==> src/rtl/pipe_stage_reg.sv <==
// ============================================================================
// Module  : pipe_stage_reg
// Brief   : Valid/allowin pipeline stage latch with stall and flush. Define
//           PIPE_SKID_EN for the 2-entry skid buffer with flop-only in_allowin.
// Revision: 1.0 - initial release
// ============================================================================
`default_nettype none

module pipe_stage_reg #(
    parameter int DATA_W     = 192,
    parameter int FLUSH_ZERO = 1
) (
    input  logic              clk,
    input  logic              rst_n,
    input  logic              flush,
    input  logic              stall,
    input  logic              in_valid,
    output logic              in_allowin,
    input  logic [DATA_W-1:0] in_data,
    output logic              out_valid,
    input  logic              out_allowin,
    output logic [DATA_W-1:0] out_data,
    output logic [1:0]        occ
);

    logic              push;
    logic              pop;
    logic              h_v_q;
    logic              h_v_d;
    logic [DATA_W-1:0] h_data_q;
    logic [DATA_W-1:0] h_data_d;

    assign out_valid = h_v_q & ~stall;
    assign pop       = out_valid & out_allowin;
    assign push      = in_valid & in_allowin & ~flush;
    assign out_data  = h_data_q;

`ifdef PIPE_SKID_EN
    logic              s_v_q;
    logic              s_v_d;
    logic [DATA_W-1:0] s_data_q;
    logic [DATA_W-1:0] s_data_d;

    // Only a free skid slot matters, so the downstream allowin never reaches upstream.
    assign in_allowin = ~s_v_q;
    assign occ        = {1'b0, h_v_q} + {1'b0, s_v_q};

    always_comb begin
        h_v_d    = h_v_q;
        h_data_d = h_data_q;
        s_v_d    = s_v_q;
        s_data_d = s_data_q;
        if (flush) begin
            h_v_d = 1'b0;
            s_v_d = 1'b0;
            if (FLUSH_ZERO != 0) begin
                h_data_d = '0;
                s_data_d = '0;
            end
        end else if (s_v_q) begin
            if (pop) begin
                h_data_d = s_data_q;
                s_v_d    = 1'b0;
            end
        end else if (h_v_q) begin
            if (push && pop) begin
                h_data_d = in_data;
            end else if (push) begin
                s_v_d    = 1'b1;
                s_data_d = in_data;
            end else if (pop) begin
                h_v_d = 1'b0;
            end
        end else if (push) begin
            h_v_d    = 1'b1;
            h_data_d = in_data;
        end
    end

    always_ff @(posedge clk) begin
        if (!rst_n) begin
            s_v_q <= 1'b0;
            if (FLUSH_ZERO != 0) begin
                s_data_q <= '0;
            end
        end else begin
            s_v_q    <= s_v_d;
            s_data_q <= s_data_d;
        end
    end
`else
    assign in_allowin = ~h_v_q | (~stall & out_allowin);
    assign occ        = {1'b0, h_v_q};

    always_comb begin
        h_v_d    = h_v_q;
        h_data_d = h_data_q;
        if (flush) begin
            h_v_d = 1'b0;
            if (FLUSH_ZERO != 0) begin
                h_data_d = '0;
            end
        end else if (push) begin
            h_v_d    = 1'b1;
            h_data_d = in_data;
        end else if (pop) begin
            h_v_d = 1'b0;
        end
    end
`endif

    // With FLUSH_ZERO=0 the payload flops carry no reset at all.
    always_ff @(posedge clk) begin
        if (!rst_n) begin
            h_v_q <= 1'b0;
            if (FLUSH_ZERO != 0) begin
                h_data_q <= '0;
            end
        end else begin
            h_v_q    <= h_v_d;
            h_data_q <= h_data_d;
        end
    end

endmodule

`default_nettype wire
==> config.mk <==
export PLATFORM = sky130hd
export DESIGN_NAME = pipe_stage_reg
export DESIGN_NICKNAME = d
export VERILOG_FILES = /design/src/rtl/pipe_stage_reg.sv
export SDC_FILE = /design/constraint.sdc
export NUM_CORES = 1
export LEC_CHECK = 0
export ABC_CLOCK_PERIOD_IN_PS = 1600
export CAP_MARGIN = 40
export CORE_UTILIZATION = 30
export CTS_BUF_LIST = sky130_fd_sc_hd__clkbuf_4 sky130_fd_sc_hd__clkbuf_8
export DETAILED_ROUTE_END_ITERATION = 8
export GPL_TIMING_DRIVEN = 0
export PLACE_DENSITY_LB_ADDON = 0.1
export SYNTH_ARGS = -nofsm -noshare
export SYNTH_HDL_FRONTEND = slang
export SYNTH_SLANG_ARGS = --single-unit
==> constraint.sdc <==
create_clock -name clk -period 1.6 [get_ports clk]
set_input_delay 0.4 -clock clk [delete_from_list [all_inputs] [get_ports clk]]
set_output_delay 0.4 -clock clk [all_outputs]
set_load 0.02 [all_outputs]
==> metrics <==
outcome=complete, no violations; Yosys top cell area share=between 40% and 50%; Final Hold Violating Endpoints=0; area of the die=0.0269 sq mm; Post-Synthesis Net Count=~1000; CTS Buf Count=17; row count=58; Final nets=between 1000 and 1500; CP max stage cell=clkdlybuf4s15_1; Starting DRT DRC Count=278; syn_area_per_cell=9.31 sq um; Setup crit start kind=flip-flop; gpl congestion=0.761; Max IR drop VDD=~0.5 mV; most area-consuming cells after synthesis=dfxtp_1 (49%), mux2i_1 (24%), nand2_1 (18%), buf_2 (2.5%), buf_12 (2.0%); Initial Utilization=30.9%; Ys Warns=0; worst-path cell chain=clkdlybuf4s15_1; root buffer cell=clkbuf_8; layout cells sized above 1=18.0%; flip-flop and latch area=between 0.003 and 0.004 sq mm; Die H=164 microns; power per standard cell area=roughly 800 mW/mm^2; most common cell after layout, fill and taps aside=nand2_1; mean number of vias per cell=between 4 and 5; nature of the critical path endpoint=output port; share of the clock period used by the worst path=between 90% and 100%; routed len/inst=around 16 microns; RSZ-0062 raised after global routing=true; Design Area, Final=around 0.012 sq mm; Ports=between 300 and 400; skew final=~19 ps; Post-Syn Area=just under 0.008 sq mm; Filler Cell Count=roughly 2500; number of global-route vias before repair=6878; setup ws final=50.5 ps; clock sink count=slightly below 200; Final Setup Violations=0; Worst-path clk slew=around 110 ps; minimum clock period=1550 ps; Worst EP required=about 1200 ps; PortBufs=approximately 390; Multi-input gate area=~0.0034 sq mm; largest delay contributor family on the critical path=buffers and inverters; global-route wire length before repair=between 30 and 40 mm; crit path kind=reg -> out; drt drc=0; Critical path buffers and inverters=1; Achievable Freq=0.645 GHz; number of max-cap violations=0; cell count after synthesis=approximately 840; leading area contributor after synthesis=dfxtp_1; CP max stage delay=around 350 ps; via count=between 6000 and 7000; Final Slew Violations=0; die width=approximately 160 microns; TritonCTS clock tree=done; largest net degree at the start of global routing=19; first drt pass iteration count=4; Worst-Skew Late Latency=470 ps; Max H-tree Level=4; Setup WS pre-CTS=-627 ps; initial antenna violation count=2; Hold Slack=between 400 and 500 ps; leakage=4.92 nW; worst-case clock buffer depth=2; most frequent cells in the layout=nand2_1 (384), clkdlybuf4s50_1 (195), mux2i_1 (192), dfxtp_1 (191), clkbuf_2 (111); Placement Cell Area=0.0122 sq mm; total grt overflow=0; Synth cell types=15; worst hold path class=reg -> reg; Synth Register Bits=slightly below 200; crit-path max FO=2; Arr. time, crit path=~1200 ps; core area=around 0.025 sq mm; register area share after synthesis=between 40% and 50%; P&R area growth vs syn=54.7%; All-Layer GR Usage=around a fifth; DP Wirelength=19.4 mm; DRT Wirelength=~26 mm; Post-DRT Antenna Nets=0
## flip-flops by register name, summed over array words and instances, names as in the netlist
register	flops
h_v_q	1
out_data	192
## cell usage after synthesis
master,number
buf_12,8
mux2i_1,192
dfxtp_1,193
conb_1,1
buf_2,40
buf_8,10
nand2_1,385
a21oi_1,1
nor2b_1,3
nand2b_4,1
buf_4,3
a21oi_4,1
buf_6,2
nand2b_1,1
clkbuf_1,3
## metal layers
metal | vias up | global-route usage [%] | share of wire [%]
met1 | 3117 | 22.4 | 41
met2 | 244 | 32.5 | 48
met3 | 15 | 7.63 | 9.5
met4 | 0 | 4.80 | 1.0
met5 | - | 0 | 0
li1 | 3543 | - | -
## power breakdown
group	switching (mW)	total, mW	internal, mW
sequential	0.0569	4.97	4.91
combinational	0.696	1.54	0.848
clock	1.94	3.19	1.25
total	2.70	9.70	7.00
## metrics by stage
stage,setup TNS [ps],instances,total power [mW],util (%)
2_1_floorplan,0,844,5.81,-
3_3_place_gp,-111640,1566,6.69,47.9
3_5_place_dp,-110250,1566,6.69,47.9
4_1_cts,0,1599,9.85,49.0
5_1_grt,-15.3,1602,10.2,47.7
6_report,0,1602,9.70,47.7
## path summary, 6_finish.rpt
| kind | start | end | slack, ps | depth (start not counted) |
|---|---|---|---|---|
| max | out_data[46] | out_data[46] | 50 | 1 |
| min | out_data[96] | out_data[96] | 460 | 2 |
| max reg2reg | h_v_q | out_data[0] | 220 | 5 |
| min reg2reg | out_data[96] | out_data[96] | 460 | 2 |
## cell families after synthesis
family / share of synthesized area [%]
buffers and inverters: 7.21
flip-flops: 49.1
AND/OR/NAND/NOR: 18.9
other: 0.0477
AO/OA/AOI/OAI: 0.271
multiplexers: 24.4
## final cells by class
type | count | share of cell area [%]
diodes | 2 | 0.0412
plain buffers | 66 | 5.37
clock buffers | 20 | 2.21
clock inverters | 12 | 0.988
multi-input cells | 585 | 28.2
flip-flops and latches | 193 | 31.8
well taps | 330 | 3.40
repair buffers | 394 | 27.9
## repair_timing
item,4_1_cts,5_1_grt
buffers inserted,1,1
hold buffers,0,0
endpoints found under the setup margin,387,322
resized for setup,307,249
hold endpoints to repair,0,0
(Power assumes the default switching activity.)
